[src/rtl/prirv32_pkg.sv]
// Shared types and constants for the prirv32 instruction-fetch front end.
package prirv32_pkg;

  localparam int          RV_ILEN = 32;
  localparam logic [31:0] PC_INC  = 32'd4;

  typedef enum logic [1:0] {
    FS_BOOT,
    FS_RUN,
    FS_DRAIN
  } fetch_state_e;

  typedef struct packed {
    logic [RV_ILEN-1:0] instr;
    logic [31:0]        pc;
  } fetch_entry_t;

  // Clear the byte offset of an address so it points at a whole word.
  function automatic logic [31:0] word_align(input logic [31:0] addr);
    return {addr[31:2], 2'b00};
  endfunction

endpackage

[src/rtl/prirv32_fetch_fifo.sv]
// Small synchronous FIFO with flush, occupancy count and a registered head.
// The head is kept in its own register so consumers sampling it mid-cycle
// see a clean flop output rather than a read mux over the storage array.
module prirv32_fetch_fifo
  import prirv32_pkg::*;
#(
  parameter int WIDTH = RV_ILEN,
  parameter int DEPTH = 2,
  localparam int AW = $clog2(DEPTH),
  localparam int CW = AW + 1
) (
  input  logic             clk_in,
  input  logic             rst_n,
  input  logic             flush,
  input  logic             push,
  input  logic [WIDTH-1:0] push_data,
  input  logic             pop,
  output logic [WIDTH-1:0] head,
  output logic [CW-1:0]    count
);

  logic [WIDTH-1:0] mem [DEPTH];
  logic [AW-1:0]    rd_ptr_reg;
  logic [AW-1:0]    wr_ptr_reg;
  logic [AW-1:0]    rd_ptr_inc;
  logic [CW-1:0]    count_reg;
  logic [WIDTH-1:0] head_reg;
  logic             do_push;
  logic             do_pop;

  // Qualify push/pop: flush wins, pops need data, pushes need a free slot
  always_comb begin
    do_pop     = pop && (count_reg != '0) && !flush;
    do_push    = push && !flush && ((count_reg != CW'(DEPTH)) || do_pop);
    rd_ptr_inc = rd_ptr_reg + 1'b1;
  end

  // Storage array write port
  always_ff @(posedge clk_in) begin
    if (do_push) begin
      mem[wr_ptr_reg] <= push_data;
    end
  end

  // Pointers, occupancy and the registered head entry
  always_ff @(posedge clk_in or negedge rst_n) begin
    if (!rst_n) begin
      rd_ptr_reg <= '0;
      wr_ptr_reg <= '0;
      count_reg  <= '0;
      head_reg   <= '0;
    end else if (flush) begin
      rd_ptr_reg <= '0;
      wr_ptr_reg <= '0;
      count_reg  <= '0;
    end else begin
      if (do_push) begin
        wr_ptr_reg <= wr_ptr_reg + 1'b1;
      end
      if (do_pop) begin
        rd_ptr_reg <= rd_ptr_inc;
      end
      count_reg <= count_reg + CW'(do_push) - CW'(do_pop);
      // The new head is either the incoming word (queue empty or about to
      // be) or the entry behind the one being popped.
      if (do_push && ((count_reg == '0) || (do_pop && (count_reg == CW'(1))))) begin
        head_reg <= push_data;
      end else if (do_pop && (count_reg > CW'(1))) begin
        head_reg <= mem[rd_ptr_inc];
      end
    end
  end

  assign head  = head_reg;
  assign count = count_reg;

  overflow_chk: assert property (@(posedge clk_in) disable iff (!rst_n)
    !(push && !flush && (count_reg == CW'(DEPTH)) && !pop));

endmodule

[src/rtl/prirv32_fetch_unit.sv]
// Instruction-fetch front end: owns the PC, issues word requests over a
// req/gnt/rvalid bus, buffers returned words with their PC in an in-order
// prefetch FIFO and hands them to decode over valid/ready. A redirect
// flushes the FIFO and discards responses still in flight.
// Optional build macro PRIRV32_FETCH_MISALIGN_TRAP_EN: flags misaligned
// redirect targets (fetch_misalign_o/mtval_o) and halts fetch until an
// aligned redirect arrives; without it the low target bits are masked.
module prirv32_fetch_unit
  import prirv32_pkg::*;
#(
  parameter logic [31:0] RESET_PC   = 32'h0000_0000,
  parameter int          FIFO_DEPTH = 2
) (
  input  logic        clk_in,
  input  logic        rst_n,
  output logic        imem_req_o,
  output logic [31:0] imem_addr_o,
  input  logic        imem_gnt_i,
  input  logic        imem_rvalid_i,
  input  logic [31:0] imem_rdata_i,
  input  logic        redirect_i,
  input  logic [31:0] redirect_pc_i,
  output logic        instr_valid_o,
  output logic [31:0] instr_o,
  output logic [31:0] instr_pc_o,
  input  logic        instr_ready_i,
`ifdef PRIRV32_FETCH_MISALIGN_TRAP_EN
  output logic        fetch_misalign_o,
  output logic [31:0] mtval_o,
`endif
  output logic        fetch_busy_o
);

  localparam int CW = $clog2(FIFO_DEPTH) + 1;

  fetch_state_e  state_reg;
  logic [31:0]   pc_reg;
  logic [31:0]   pc_next;
  logic [CW-1:0] outstanding_reg;
  logic [CW-1:0] outstanding_next;
  logic [CW-1:0] discard_reg;
  logic [CW-1:0] discard_next;
  logic          busy_reg;
  logic          halt;
  logic          pop;
  logic          req;
  logic          fire;
  logic          rsp_keep;
  logic          rsp_drop;
  logic [CW:0]   credit_used;
  logic [CW-1:0] data_count;
  logic [CW-1:0] tag_count;
  logic [31:0]   tag_head;
  fetch_entry_t  push_entry;
  fetch_entry_t  head_entry;

`ifdef PRIRV32_FETCH_MISALIGN_TRAP_EN
  logic        misalign_reg;
  logic [31:0] mtval_reg;

  // Latch a misaligned redirect target; any aligned redirect clears the flag
  always_ff @(posedge clk_in or negedge rst_n) begin
    if (!rst_n) begin
      misalign_reg <= 1'b0;
      mtval_reg    <= '0;
    end else if (redirect_i) begin
      misalign_reg <= |redirect_pc_i[1:0];
      if (|redirect_pc_i[1:0]) begin
        mtval_reg <= redirect_pc_i;
      end
    end
  end

  assign fetch_misalign_o = misalign_reg;
  assign mtval_o          = mtval_reg;
`else
  logic unused_low_bits;
  assign unused_low_bits = ^redirect_pc_i[1:0];
`endif

  // Request credit, handshake qualification and next-state arithmetic
  always_comb begin
    halt = 1'b0;
`ifdef PRIRV32_FETCH_MISALIGN_TRAP_EN
    halt = misalign_reg;
`endif
    pop = (data_count != '0) && instr_ready_i && !redirect_i;
    // A slot freed by a same-cycle pop is reusable immediately; without
    // this the front end could only sustain one word every other cycle.
    credit_used = {1'b0, outstanding_reg} + {1'b0, data_count} - {{CW{1'b0}}, pop};
    req = ((state_reg == FS_RUN) || (state_reg == FS_DRAIN)) && !halt && !redirect_i &&
          (credit_used < (CW + 1)'(FIFO_DEPTH));
    fire     = req && imem_gnt_i;
    rsp_keep = imem_rvalid_i && (discard_reg == '0);
    rsp_drop = imem_rvalid_i && (discard_reg != '0);
    push_entry.instr = imem_rdata_i;
    push_entry.pc    = tag_head;
    outstanding_next = outstanding_reg + CW'(fire) - CW'(imem_rvalid_i);
    if (redirect_i) begin
      // Everything still in flight after this cycle belongs to the old path
      discard_next = outstanding_reg - CW'(imem_rvalid_i);
      pc_next      = word_align(redirect_pc_i);
    end else begin
      discard_next = discard_reg - CW'(rsp_drop);
      pc_next      = fire ? pc_reg + PC_INC : pc_reg;
    end
  end

  // Program counter, in-flight/discard counters and busy flag
  always_ff @(posedge clk_in or negedge rst_n) begin
    if (!rst_n) begin
      pc_reg          <= RESET_PC;
      outstanding_reg <= '0;
      discard_reg     <= '0;
      busy_reg        <= 1'b0;
    end else begin
      pc_reg          <= pc_next;
      outstanding_reg <= outstanding_next;
      discard_reg     <= discard_next;
      busy_reg        <= (outstanding_next != '0) || (discard_next != '0);
    end
  end

  // Fetch state machine: one idle boot cycle, then run; drain stale data after redirects
  always_ff @(posedge clk_in or negedge rst_n) begin
    if (!rst_n) begin
      state_reg <= FS_BOOT;
    end else begin
      case (state_reg)
        FS_BOOT:  state_reg <= FS_RUN;
        FS_RUN:   if (redirect_i && (discard_next != '0)) state_reg <= FS_DRAIN;
        FS_DRAIN: if (!redirect_i && (discard_next == '0)) state_reg <= FS_RUN;
        default:  state_reg <= FS_BOOT;
      endcase
    end
  end

  // PC tags of granted requests, consumed in order as kept responses return
  prirv32_fetch_fifo #(
    .WIDTH (32),
    .DEPTH (FIFO_DEPTH)
  ) u_tag_fifo (
    .clk_in    (clk_in),
    .rst_n     (rst_n),
    .flush     (redirect_i),
    .push      (fire),
    .push_data (pc_reg),
    .pop       (rsp_keep),
    .head      (tag_head),
    .count     (tag_count)
  );

  // Prefetch buffer of {instruction, pc} presented to decode
  prirv32_fetch_fifo #(
    .WIDTH ($bits(fetch_entry_t)),
    .DEPTH (FIFO_DEPTH)
  ) u_data_fifo (
    .clk_in    (clk_in),
    .rst_n     (rst_n),
    .flush     (redirect_i),
    .push      (rsp_keep),
    .push_data (push_entry),
    .pop       (pop),
    .head      (head_entry),
    .count     (data_count)
  );

  assign imem_req_o    = req;
  assign imem_addr_o   = pc_reg;
  assign instr_valid_o = (data_count != '0);
  assign instr_o       = head_entry.instr;
  assign instr_pc_o    = head_entry.pc;
  assign fetch_busy_o  = busy_reg;

  rsp_chk: assert property (@(posedge clk_in) disable iff (!rst_n)
    imem_rvalid_i |-> (outstanding_reg != '0));
  tag_chk: assert property (@(posedge clk_in) disable iff (!rst_n)
    rsp_keep |-> (tag_count != '0));

endmodule
[config.mk]
export PLATFORM = sky130hd
export DESIGN_NAME = prirv32_fetch_unit
export DESIGN_NICKNAME = d
export VERILOG_FILES = /design/src/rtl/prirv32_pkg.sv /design/src/rtl/prirv32_fetch_fifo.sv /design/src/rtl/prirv32_fetch_unit.sv
export SDC_FILE = /design/constraint.sdc
export NUM_CORES = 1
export LEC_CHECK = 0
export BUFFER_PORTS_ARGS = -buffer_cell sky130_fd_sc_hd__buf_2
export CORE_UTILIZATION = 45
export CTS_BUF_LIST = sky130_fd_sc_hd__clkbuf_2 sky130_fd_sc_hd__clkbuf_4 sky130_fd_sc_hd__clkbuf_8
export DETAILED_ROUTE_END_ITERATION = 8
export PLACE_DENSITY = 0.65
export SLEW_MARGIN = 0
export SYNTH_ARGS = -nofsm -noshare
export SYNTH_HDL_FRONTEND = slang
export SYNTH_SLANG_ARGS = --single-unit
[constraint.sdc]
create_clock -name clk_in -period 7.1 [get_ports clk_in]
set_input_delay 1.42 -clock clk_in [delete_from_list [all_inputs] [get_ports clk_in]]
set_output_delay 1.42 -clock clk_in [all_outputs]
set_load 0.01 [all_outputs]
* Word-level counts from Yosys, hierarchy flattened
Memory sizes are Yosys's and may differ from the RTL's.
Cells that the tools add are included.
** Storage, ports and cells
- Memory bits (read-only) :: 0
- Bits in latches :: 0
- Bits in writable memories :: 192
- Memories :: 2
- Output and inout bits :: 99
- Input bits :: 70
- Word-level logic and storage cells :: 116
- Bits in registers :: 143
** Memory list
- u_data_fifo.mem :: depth 2, bits a word 64, rd ports 1, clocked after Yosys merged registers in 0, wr ports 1, RTL line prirv32_fetch_fifo.sv:22 : logic [WIDTH-1:0] mem [DEPTH];
- u_tag_fifo.mem :: depth 2, bits a word 32, rd ports 1, clocked after Yosys merged registers in 0, wr ports 1, RTL line prirv32_fetch_fifo.sv:22
** Cells by class
- Shift operators :: 0
- Bitwise operators :: 1
- Muxes and demuxes :: 24
- $lt $le $gt $ge :: 3
- Equality and inequality tests :: 8
- Div/mod/pow operators :: 0
- Multiply operators :: 0
- Add/sub/neg operators :: 15
- Reduce and logical (&&, ||, !) cells :: 50
** Operator list (count)
- two-way mux 32 bit :: 4
- two-way mux 64 bit :: 2
- adder 32 x 3 -> 32 bit (second input constant) :: 1
- nonzero test 2 bit :: 12
- logical AND 1 bit :: 23
- two-way mux 1 bit :: 12
- logical NOT 2 bit :: 5
- two-way mux 2 bit :: 5
- subtractor 2 x 1 -> 2 bit :: 5
- adder 2 x 1 -> 2 bit :: 3
- == test 2 x 1 -> 1 bit (second input constant) :: 3
- logical OR 1 bit :: 6
- one-hot mux 2 bit (3 select lines) :: 1
- AND reduction 2 bit :: 3
- adder 1 bit (second input constant) :: 4
- greater-than comparator 2 x 1 -> 1 bit (second input constant) :: 2
- != test 2 x 1 -> 1 bit (second input constant) :: 2
- != test 2 bit (second input constant) :: 2
- adder 2 x 2 -> 3 bit :: 1
- < comparator 3 x 2 -> 1 bit (second input constant) :: 1
- subtractor 3 x 1 -> 3 bit :: 1
- == test 2 bit (second input constant) :: 1
- logical NOT 1 bit :: 1
- inverter 1 bit :: 1

* Depth between registers and ports, before layout
Gate-level depths: netlist of run 1.
- Word-level depth :: 12
- Mapped depth :: 18
- Depth with buffers taken out :: 16

* Cells and area by module
A second synthesis of run 1 with hierarchy kept.
** Unflattened totals
- Cells, all modules :: 1205
- Area, all modules :: 15366.0 um^2
** By module, submodules not included
- prirv32_fetch_fifo (u_data_fifo) :: area an instance 8371.8 um^2, instances 1, cells each 604, sequential area each 5545.3 um^2
- prirv32_fetch_fifo (u_tag_fifo) :: area an instance 4526.8 um^2, instances 1, cells each 320, sequential area each 2822.7 um^2
- prirv32_fetch_unit :: area an instance 2467.4 um^2, instances 1, cells each 281, sequential area each 925.9 um^2

* Least setup slack after synthesis of run 1
No wires, ideal clock.
- Kind :: input -> register
- Start :: input port redirect_i
- End :: memory u_data_fifo.mem[0][10] in the netlist's numbering, enable pin
- Path slack :: 0.164 ns
- Required time :: 6.540 ns
- Data arrival time :: 6.375 ns
- Library setup time :: 0.560 ns
- Stages on the path :: 3
- Path buffers :: 1
- Path through :: or4b_1 > buf_2 > nor3_1
** On the way
- Cells in the longest elaborated chain, start to end :: 8
- Elaborated cells between the ends (all ways) :: 9
- Classes of those cells :: mux (2); reduce/logical (7)
** RTL lines
- from (decl) :: RTL line prirv32_fetch_unit.sv:21 : input logic redirect_i,
- logical NOT 1 bit (*) :: RTL line prirv32_fetch_fifo.sv:33, prirv32_fetch_fifo.sv:34, prirv32_fetch_unit.sv:87
- logical AND 1 bit :: RTL line prirv32_fetch_unit.sv:87 : pop = (data_count != '0) && instr_ready_i && !redirect_i;
- logical AND 1 bit (2 in series) :: RTL line prirv32_fetch_fifo.sv:33 : do_pop = pop && (count_reg != '0) && !flush;
- logical OR 1 bit :: RTL line prirv32_fetch_fifo.sv:34 : do_push = push && !flush && ((count_reg != CW'(DEPTH)) || do_pop);
- logical AND 1 bit (*) :: RTL line prirv32_fetch_fifo.sv:34
- two-way mux 1 bit (*) :: RTL line prirv32_fetch_fifo.sv:40 : if (do_push) begin
- two-way mux 1 bit (not written as such) (*) :: RTL line prirv32_fetch_fifo.sv:41 : mem[wr_ptr_reg] <= push_data;
- to (decl) :: RTL line prirv32_fetch_fifo.sv:22
Every way passes the cells marked *; elsewhere a longest branch is shown, timed or not.

* Worst setup path after layout of run 1
- Start :: input port instr_ready_i
- End :: output port imem_req_o
** On the way
- Cells in the longest elaborated chain, start to end :: 5
** RTL lines
- from (decl) :: RTL line prirv32_fetch_unit.sv:26 : input logic instr_ready_i,
- logical AND 1 bit (2 in series) :: RTL line prirv32_fetch_unit.sv:87
- subtractor 3 x 1 -> 3 bit :: RTL line prirv32_fetch_unit.sv:90 : credit_used = {1'b0, outstanding_reg} + {1'b0, data_count} - {{CW{1'b0}}, pop};
- < comparator 3 x 2 -> 1 bit :: RTL line prirv32_fetch_unit.sv:92 : (credit_used < (CW + 1)'(FIFO_DEPTH));
- logical AND 1 bit :: RTL line prirv32_fetch_unit.sv:91 : req = ((state_reg == FS_RUN) || (state_reg == FS_DRAIN)) && !halt && !redirect_i &&
- to (decl) :: RTL line prirv32_fetch_unit.sv:16 : output logic imem_req_o,
No other way between the ends.

==> results of run 1 <==
-- Yosys cell counts, types with 18 or more instances --
library cell	number
nor2b_1	24
o21ai_0	32
edfxtp_1	184
a211oi_1	20
nand3_1	19
o21ai_1	62
o31ai_1	20
a21oi_1	70
dfrtp_1	137
nand2_1	133
nor2_1	107
inv_1	18
buf_2	21
clkbuf_1	36
mux2i_1	76
-- cells by family (layout without fill, tap and decap cells) --
group | Yosys count | after routing | share of synthesized area, %
flip-flops | 321 | 321 | 66.4
buffers and inverters | 88 | 292 | 2.84
other | 1 | 4 | 0.0278
adder cells (fa/ha/maj) | 16 | 16 | 1.54
multiplexers | 76 | 76 | 5.64
XOR/XNOR | 13 | 13 | 0.845
AND/OR/NAND/NOR | 329 | 329 | 11.0
AO/OA/AOI/OAI | 259 | 259 | 11.6
-- per-stage QoR --
stage | utilization, % | cell area [um^2]
6_report | 54.2 | 15800
5_1_grt | 54.2 | 15800
4_1_cts | 54.2 | 15800
3_5_place_dp | 50.3 | 14600
3_3_place_gp | 50.3 | 14600
2_1_floorplan | - | 13500
-- layout make-up --
type                            instances  share of cell area (%)
Clock inverter                         11                   0.349
Timing Repair Buffer                  175                    5.88
Multi-Input combinational cell        697                    26.6
Tap cell                              384                    3.05
Clock buffer                           87                    6.84
Inverter                               19                   0.452
Sequential cell                       321                    56.8
-- worst max-delay path, cell delays in order --
cell	delay, ps
buf_2	130
nand2_1	130
nor2_1	120
ha_1	230
nand2b_1	150
fa_1	440
and3b_1	200
and2_1	130
buf_2	130
-- per-layer routing --
layer / global-route usage [%] / vias to the layer above
li1: - / 4345
met2: 29.1 / 291
met3: 3.18 / 46
met1: 27.9 / 4283
met4: 4.82 / 0
met5: 0 / -
-- how the worst max path moves through the flow --
stage             startpoint                          endpoint  slack (ps)  depth (start not counted)
2_1_floorplan     redirect_i  u_data_fifo.mem[0][10]$_DFFE_PP_         160                          3
3_3_place_gp   instr_ready_i    u_tag_fifo.head[2]$_DFFE_PN0P_        2330                         13
3_5_place_dp   instr_ready_i    u_tag_fifo.head[2]$_DFFE_PN0P_        2230                         13
4_1_cts        instr_ready_i                        imem_req_o        2590                          9
5_1_grt        instr_ready_i                        imem_req_o        2500                          9
6_report       instr_ready_i                        imem_req_o        2600                          9
-- power breakdown --
part / switching, mW / internal, mW
clock network: 0.709 / 0.958
logic: 0.682 / 0.447
registers: 0.282 / 2.40
==> results.md, run 1 <==
- Post-place setup slack: around 2200 ps
- # fillers: 2,504
- Clock transition at the registers of the reported paths: about 60 ps
- Total power: 5.48 mW
- Area of the multi-input gates: around 4200 um^2
- Num CTS Buffers: 52
- Synth top area cells: edfxtp_1 41%, dfrtp_1 25%, mux2i_1 5.6%, nand2_1 3.7%, nor2_1 3.0%
- Clk buf depth: 3
- DR WL met3: roughly 1600 um
- Worst Skew: around 31 ps
- # nets final: between 1,000 and 1,500
- Drt first pass iters: 4
- Drt total wl: 28,700 um
- Port bufs: roughly 160
- Sequential area share after synthesis: between 60% and 70%
- Fin Setup TNS: 0 ps
- GRT Util Overall: between 10% and 20%
- WL met2: 12,600 um
- Crit path kind: in2out
- Antenna cells: 0
- Largest net degree at the start of global routing: 100
- Die X: approximately 180 um
- CTS tree: yes
- Placed Instances: roughly 1,600
- Clock latency on the worst-skew pair: about 570 ps
- Syn_area_per_cell: around 12 um^2
- CTS hold repair buffers: 0
- Max reg flops: ~120
- Final slew viol count: 0
- Initial Util: approximately 46%
- Final Non-Filler Cells: 1,694
- First-pass GRT wire length: between 40,000 and 50,000 um
- Clock Sinks: about 320
- FF+latch count, synth: 321
- Reg-to-Reg End: u_tag_fifo.head[2]$_DFFE_PN0P_
- Data required time of the worst path: about 5700 ps
- R2R Path Start: u_data_fifo.count[1]$_DFF_PN0_
- Grt total ovfl: 0
- H-tree Lvls: 2
- Top routing layer used: met4
- Type of origin of the critical path: input port
- DR vias/cell: 5.29
- Worst VDD drop: roughly 0.00018 V
- Outcome: completed
- Area leader, netlist: edfxtp_1
- Routed len/inst: 16.9 um
- Core Area: 29,100 um^2
- RD Place Congestion: between 0.8 and 0.9
- Fin. Hold Viols: 0
- Postcts setup bufs: 0
- Ys flop type: edfxtp_1
- Vias in the first global route: between 8,000 and 9,000
- Min-delay worst type: reg2reg
- Die ar.: approximately 31,000 um^2
- Initial antenna violation count: 0
- Worst r2r path cells: 14
- Max Freq: 0.222 GHz
- Netlist Area Pre-Place: between 10,000 and 15,000 um^2
- Clk root buf: clkbuf_8
- Via count: about 9,000
- DRC viols: 0
- Hold Crit Start: u_data_fifo.head[35]$_DFFE_PN0P_
- CP max FO: 4
- Max cap viols: 0
- Reg area: roughly 9000 um^2
- Pwr dens: around 350 nW/um^2
- Fraction of layout cells with a size suffix above 1: 22.1%
- Die Span Y: about 180 um
- Hold Path Cell Cnt: 2
- Arr. time, crit path: 3080 ps
- Number of DRC markers after the initial detailed-route iteration: approximately 560
- Setup WS post-layout: ~2600 ps
- Ys Warns: 0
- Area Overhead vs Synth: 17.0%
- CTS resizes: 0
- Number of synthesized flops with an enable pin: 184
- Crit path capture type: output port
- Post-layout minimum cycle time: about 4500 ps
- Slew @ Worst Pin: roughly 1200 ps
- Synth cell types: 62
- Post-DP HPWL: roughly 17,000 um
- Cells after synthesis: around 1,100
- Most frequent cells in the layout: 184 x edfxtp_1, 161 x buf_2, 136 x dfrtp_1
- Commonest non-fill, non-tap cell in the layout: edfxtp_1
- FP Rows: 62
- Final setup viols: 0
- IO Pins: about 170
- M1 wire length: about 14,000 um
- Fin Hold WS: between 400 and 500 ps
- Pleak: about 6.3 nW
- ANT nets after route: 0
- Hold EP: u_data_fifo.head[35]$_DFFE_PN0P_
- Relative slew margins: 21.9%
- Top-area cell type share of the netlist area: between 40% and 50%
- RSZ-0062 raised after global routing: no
- Final period util: 63.3%
- R2R setup slack: 3020 ps
- Post-synth ARST share: a little over two fifths
(Power assumes the default switching activity.)
==> inputs of run 2 (changes only) <==
--- a/config.mk
+++ b/config.mk
@@ -9,7 +9,7 @@
 export CORE_UTILIZATION = 45
 export CTS_BUF_LIST = sky130_fd_sc_hd__clkbuf_2 sky130_fd_sc_hd__clkbuf_4 sky130_fd_sc_hd__clkbuf_8
 export DETAILED_ROUTE_END_ITERATION = 8
-export PLACE_DENSITY = 0.65
+export PLACE_DENSITY = 0.68
 export SLEW_MARGIN = 0
 export SYNTH_ARGS = -nofsm -noshare
 export SYNTH_HDL_FRONTEND = slang
==> constraint.sdc (replaced) <==
create_clock -name clk_in -period 3.8 [get_ports clk_in]
set_input_delay 0.76 -clock clk_in [delete_from_list [all_inputs] [get_ports clk_in]]
set_output_delay 0.76 -clock clk_in [all_outputs]
set_load 0.01 [all_outputs]
==> run 2 against run 1 <==
Setup slack got worse by 2400 ps. Count of clock-buffer cells in the layout fell by 6. Total power grew 87%. Cell count up 1.2%. Wire length shrank 0.32%. Sequential share of layout area decreased by 1.1 points. Die area unchanged. Global-route usage up 0.095 points. Via count increased by 1.3%. Clock skew down 16 ps. Sequential power increased by 89%. Design area increased by 1.9%. Critical path type is now reg2reg. Critical endpoint is now fetch_busy_o$_DFF_PN0_. Largest cell class unchanged.
==> results.md, run 2 (same netlist as run 1, synthesis figures left out) <==
- CTS tree: yes
- Final setup viols: 0 (unchanged)
- CTS hold repair buffers: 0 (unchanged)
- CP max FO: 4 (unchanged)
- Postcts setup bufs: 0 (unchanged)
- Largest net degree at the start of global routing: 115 (+15%)
- Post-Layout Inst Area: 16,100 um^2 (+1.9%)
- CTS resizes: 0 (unchanged)
- Clock latency on the worst-skew pair: 570 ps (about the same)
- Antenna cells: 0 (unchanged)
- RSZ-0062 raised after global routing: no
- Fin Setup TNS: 0 ps (unchanged)
- FP Rows: 62 (unchanged)
- Pwr dens: 636 nW/um^2 (+83%)
- # fillers: 2,485 (-0.76%)
- H-tree Lvls: 2 (unchanged)
- Routed len/inst: 16.7 um (-1.5%)
- Die ar.: 30,600 um^2 (unchanged)
- Clk root buf: clkbuf_8
- Drt total wl: 28,600 um (-0.32%)
- ANT nets after route: 0 (unchanged)
- Area of the multi-input gates: 4250 um^2 (+1.3%)
- Data required time of the worst path: 4230 ps (-1450 ps)
- Most frequent cells in the layout: 184 x edfxtp_1, 161 x buf_2, 136 x dfrtp_1
- R2R Path Start: u_data_fifo.count[1]$_DFF_PN0_
- Final Non-Filler Cells: 1,715 (+1.2%)
- Fraction of layout cells with a size suffix above 1: 23.4% (+1.4 points)
- Post-place setup slack: 35.6 ps (-2190 ps)
- Outcome: completed
- DRC viols: 0 (unchanged)
- Worst r2r path cells: 16 (+2)
- Placed Instances: 1,617 (+1.3%)
- Area Overhead vs Synth: 19.3%
- # nets final: 1,374 (+1.6%)
- Num CTS Buffers: 53 (+1.9%)
- Final period util: a little over 90%
- Drt first pass iters: 6 (+2)
- Type of origin of the critical path: flop
- IO Pins: 169 (unchanged)
- Final slew viol count: 0 (unchanged)
- Relative slew margins: 20.5% (-1.4 points)
- Crit path capture type: flop
- Crit path kind: reg2reg
- Min-delay worst type: in2async
- Post-layout minimum cycle time: between 3000 and 4000 ps
- Slew @ Worst Pin: 1190 ps (+21.1 ps)
- Worst VDD drop: 0.000315 V (+72%)
- Total power: 10.2 mW (+87%)
- Clock Sinks: 321 (unchanged)
- Max reg flops: 124 (unchanged)
- Number of DRC markers after the initial detailed-route iteration: 620 (+11%)
- Reg-to-Reg End: fetch_busy_o$_DFF_PN0_
- GRT Util Overall: 19.0% (+0.095 points)
- Placed standard-cell area: 15,000 um^2 (+2.5%)
- Setup WS post-layout: 251 ps (-2350 ps)
- Clock transition at the registers of the reported paths: 60 ps (about the same)
- Grt total ovfl: 0 (unchanged)
- Die X: 175 um (unchanged)
- Post-DP HPWL: 18,400 um (+5.5%)
- Port bufs: 162 (unchanged)
- Die Span Y: 175 um (unchanged)
- Fin. Hold Viols: 0 (unchanged)
- Commonest non-fill, non-tap cell in the layout: edfxtp_1
- Via count: 9,080 (+1.3%)
- Initial Util: 46.3% (unchanged)
- Arr. time, crit path: 3980 ps (+900 ps)
- Initial antenna violation count: 0 (unchanged)
- Vias in the first global route: 8,923 (+2.5%)
- R2R setup slack: 250 ps (-2770 ps)
- DR vias/cell: 5.29 (about the same)
- Max Freq: approximately 0.28 GHz
- Core Area: 29,100 um^2 (unchanged)
- Reg area: 8960 um^2 (unchanged)
- First-pass GRT wire length: 46,800 um (+0.65%)
- Worst Skew: 15.8 ps (-15.6 ps)
- Pleak: 6.47 nW (+2.0%)
- Clk buf depth: 3 (unchanged)
- RD Place Congestion: 0.814 (-2.3%)
- Max cap viols: 0 (unchanged)
[run 2: cell types whose count changed in the layout (fill, tap and decap cells not counted), moves of 2 or more]
cell	change
clkbuf_4	+4
clkinv_1	+6
buf_12	+12
ha_1	-2
nor2_1	-2
clkbuf_8	-10
clkinv_2	-2
nor2_2	+2
clkinvlp_4	+2
buf_4	+9
[run 2: worst max-delay path: stages, from the launching register on]
cell	delay [ps]
dfrtp_1	460
nor2_2	180
inv_1	70
nand2_1	120
nor2_2	50
ha_1	260
nand2b_4	140
fa_1	470
and3b_1	150
and3_1	250
inv_6	40
ha_4	250
inv_1	30
ha_2	170
xnor2_2	140
xnor2_1	140
or4_1	500
[run 2: metal layers]
metal | up-vias | routed length, um | global-route usage, %
met5 | - | 0 | 0
met3 | 41 | 1700 | 3.70
met4 | 0 | 423 | 5.36
met2 | 311 | 12500 | 29.2
met1 | 4333 | 14000 | 27.5
li1 | 4395 | - | -
[run 2: cell type report]
class | instances | area share (%)
Sequential cell | 321 | 55.7
Multi-Input combinational cell | 697 | 26.4
Timing Repair Buffer | 196 | 7.68
Clock buffer | 81 | 6.04
Tap cell | 384 | 2.99
Clock inverter | 17 | 0.646
Inverter | 19 | 0.475
[run 2: how the worst max path moves through the flow]
stage                                              start                endpoint  slack, ps  cells past startpoint
final                     u_data_fifo.count[1]$_DFF_PN0_  fetch_busy_o$_DFF_PN0_        250                     16
after global placement                     instr_ready_i  fetch_busy_o$_DFF_PN0_        100                     15
after detailed placement                   instr_ready_i  fetch_busy_o$_DFF_PN0_         40                     15
after floorplan                               redirect_i  fetch_busy_o$_DFF_PN0_        -70                     17
after CTS                 u_data_fifo.count[1]$_DFF_PN0_  fetch_busy_o$_DFF_PN0_        160                     16
after global routing      u_data_fifo.count[1]$_DFF_PN0_  fetch_busy_o$_DFF_PN0_         50                     16
[run 2: through the flow]
stage | hold WS [ps] | utilization, %
after floorplan | 464 | -
after global placement | 461 | 51.6
after detailed placement | 465 | 51.6
after CTS | 275 | 55.2
after global routing | 309 | 55.3
final | 265 | 55.3
[run 2: report_power, final]
| part | total [mW] | leakage (nW) | internal (mW) | switching [mW] |
|---|---|---|---|---|
| Clock | 3.00 | 0.571 | 1.69 | 1.31 |
| Sequential | 5.06 | 3.40 | 4.48 | 0.577 |
| Combinational | 2.17 | 2.51 | 0.928 | 1.24 |
| Total | 10.2 | 6.47 | 7.10 | 3.12 |
==> inputs of run 3 (changes only) <==
--- a/config.mk
+++ b/config.mk
@@ -9,7 +9,8 @@
 export CORE_UTILIZATION = 45
 export CTS_BUF_LIST = sky130_fd_sc_hd__clkbuf_2 sky130_fd_sc_hd__clkbuf_4 sky130_fd_sc_hd__clkbuf_8
 export DETAILED_ROUTE_END_ITERATION = 8
-export PLACE_DENSITY = 0.68
+export PLACE_DENSITY = 0.65
+export REMOVE_ABC_BUFFERS = 1
 export SLEW_MARGIN = 0
 export SYNTH_ARGS = -nofsm -noshare
 export SYNTH_HDL_FRONTEND = slang
==> constraint.sdc (replaced) <==
create_clock -name clk_in -period 4.4 [get_ports clk_in]
set_input_delay 0.88 -clock clk_in [delete_from_list [all_inputs] [get_ports clk_in]]
set_output_delay 0.88 -clock clk_in [all_outputs]
set_load 0.01 [all_outputs]
==> run 3 against run 2 <==
Sequential share of layout area rose by 0.59 points. Highest routed layer is now met5. Clock skew down 0.68 ps. Fmax is 6.9% lower. Largest cell class unchanged.
==> results.md, run 3 (same netlist as run 1, synthesis figures left out) <==
- H-tree Lvls: 2 (unchanged)
- Num CTS Buffers: 52 (-1.9%)
- # nets final: 1,358 (-1.2%)
- Initial antenna violation count: 0 (unchanged)
- Commonest non-fill, non-tap cell in the layout: edfxtp_1
- Relative slew margins: 27.5% (+7.0 points)
- Fin Setup TNS: 0 ps (unchanged)
- GRT Util Overall: 19.3% (+0.32 points)
- Setup WS post-layout: 587 ps (+335 ps)
- Final slew viol count: 0 (unchanged)
- DR vias/cell: 5.27 (-0.49%)
- Routed len/inst: 17.2 um (+3.2%)
- Min-delay worst type: in2async
- Die ar.: 30,600 um^2 (unchanged)
- Placed standard-cell area: 14,800 um^2 (-1.6%)
- DRC viols: 0 (unchanged)
- Clock transition at the registers of the reported paths: 60 ps (about the same)
- Post-DP HPWL: 18,100 um (-1.8%)
- Antenna cells: 0 (unchanged)
- RSZ-0062 raised after global routing: no
- Fin. Hold Viols: 0 (unchanged)
- Grt total ovfl: 0 (unchanged)
- First-pass GRT wire length: 46,800 um (about the same)
- ANT nets after route: 0 (unchanged)
- Clock Sinks: 321 (unchanged)
- Outcome: completed
- Final period util: 86.7% (-6.7 points)
- RD Place Congestion: 0.805 (-1.2%)
- Worst VDD drop: 0.000295 V (-6.1%)
- Fin Hold WS: 370 ps (+105 ps)
- Data required time of the worst path: 4610 ps (+380 ps)
- Number of DRC markers after the initial detailed-route iteration: 535 (-14%)
- Crit path kind: reg2reg
- Post-layout minimum cycle time: 3810 ps (+265 ps)
- Max cap viols: 0 (unchanged)
- Drt total wl: 29,200 um (+2.2%)
- Pwr dens: 559 nW/um^2 (-12%)
- # fillers: 2,534 (+2.0%)
- Postcts setup bufs: 0 (unchanged)
- Post-Layout Inst Area: 15,900 um^2 (-1.0%)
- Die Span Y: 175 um (unchanged)
- Final setup viols: 0 (unchanged)
- IO Pins: 169 (unchanged)
- Post-place setup slack: 320 ps (+285 ps)
- CTS hold repair buffers: 0 (unchanged)
- Slew @ Worst Pin: 1090 ps (-105 ps)
- Via count: 8,946 (-1.5%)
- Largest net degree at the start of global routing: 125 (+8.7%)
- Initial Util: 46.3% (unchanged)
- Fraction of layout cells with a size suffix above 1: 22.4% (-1.1 points)
- R2R Path Start: u_data_fifo.count[1]$_DFF_PN0_
- Type of origin of the critical path: flop
- Max Freq: 0.262 GHz (-6.9%)
- Vias in the first global route: 8,679 (-2.7%)
- Drt first pass iters: 5 (-1)
- Most frequent cells in the layout: 184 x edfxtp_1, 161 x buf_2, 136 x dfrtp_1
- Max reg flops: 124 (unchanged)
- Die X: 175 um (unchanged)
- Crit path launch: u_data_fifo.count[1]$_DFF_PN0_
- Worst Skew: 15.1 ps (-0.680 ps)
- Total power: 8.89 mW (-13%)
- Clk root buf: clkbuf_8
- CP max FO: 30 (+26)
- Core Area: 29,100 um^2 (unchanged)
- Port bufs: 162 (unchanged)
- Pleak: 6.41 nW (-0.94%)
- FP Rows: 62 (unchanged)
- CTS resizes: 0 (unchanged)
- Crit path capture type: flop
- Clock latency on the worst-skew pair: 560 ps (about the same)
- Arr. time, crit path: 4020 ps (+40 ps)
- Clk buf depth: 3 (unchanged)
- Area Overhead vs Synth: 18.0%
- CTS tree: yes
-- run 3: cell count changes in the layout (fill, tap and decap cells not counted), moves of 3 or more --
cell	change
clkinv_1	-7
clkbuf_4	-5
clkinv_2	+3
buf_12	-6
clkbuf_8	+8
buf_4	-9
-- run 3: area by class of cell --
cell class              count  area, um^2  share of cell area [%]
inverters                  19        71.3                   0.448
clock buffers              84        1040                    6.56
multi-input cells         697        4200                    26.4
clock inverters            12         108                   0.676
well taps                 384         480                    3.02
repair buffers            181        1050                    6.58
flip-flops and latches    321        8960                    56.3
-- run 3: metal layers --
metal  global-route usage (%)  up-vias  routed length, um
met3                     3.89       56               1590
li1                         -     4353                  -
met1                     26.4     4289              13500
met5                     1.28        -                 50
met2                     31.0      246              13500
met4                     6.09        2                642
-- run 3: final timing paths --
kind	endpoint	slack, ps	cells after the start
hold reg to reg	u_data_fifo.head[48]$_DFFE_PN0P_	470	2
hold / removal	u_tag_fifo.head[13]$_DFFE_PN0P_	370	1
min in group clk_in	u_data_fifo.head[48]$_DFFE_PN0P_	470	2
setup reg to reg	u_tag_fifo.mem[1][8]$_DFFE_PP_	590	14
max in group asynchronous	u_data_fifo.head[48]$_DFFE_PN0P_	3060	2
setup / recovery	u_tag_fifo.mem[1][8]$_DFFE_PP_	590	14
-- run 3: per-stage QoR --
stage          util (%)  cells
5_1_grt            54.7   1698
3_3_place_gp       50.7   1602
4_1_cts            54.7   1698
3_5_place_dp       50.7   1602
2_1_floorplan         -   1037
6_report           54.7   1698
-- run 3: report_power, final --
group	internal (mW)	switching, mW	total, mW	leakage, nW
combinational	0.745	1.06	1.80	2.40
sequential	3.87	0.456	4.32	3.40
clock	1.62	1.14	2.76	0.620
total	6.23	2.66	8.89	6.41
-- run 3: critical path, cell delays in order (launching register included) --
cell	delay (ps)
dfrtp_1	450
nor2_1	230
inv_1	90
nand2_1	160
nor2_1	60
ha_1	260
nand2b_1	150
fa_1	470
and3b_1	160
and3_1	230
inv_1	110
buf_12	180
a31oi_1	330
and2_1	180
buf_4	380
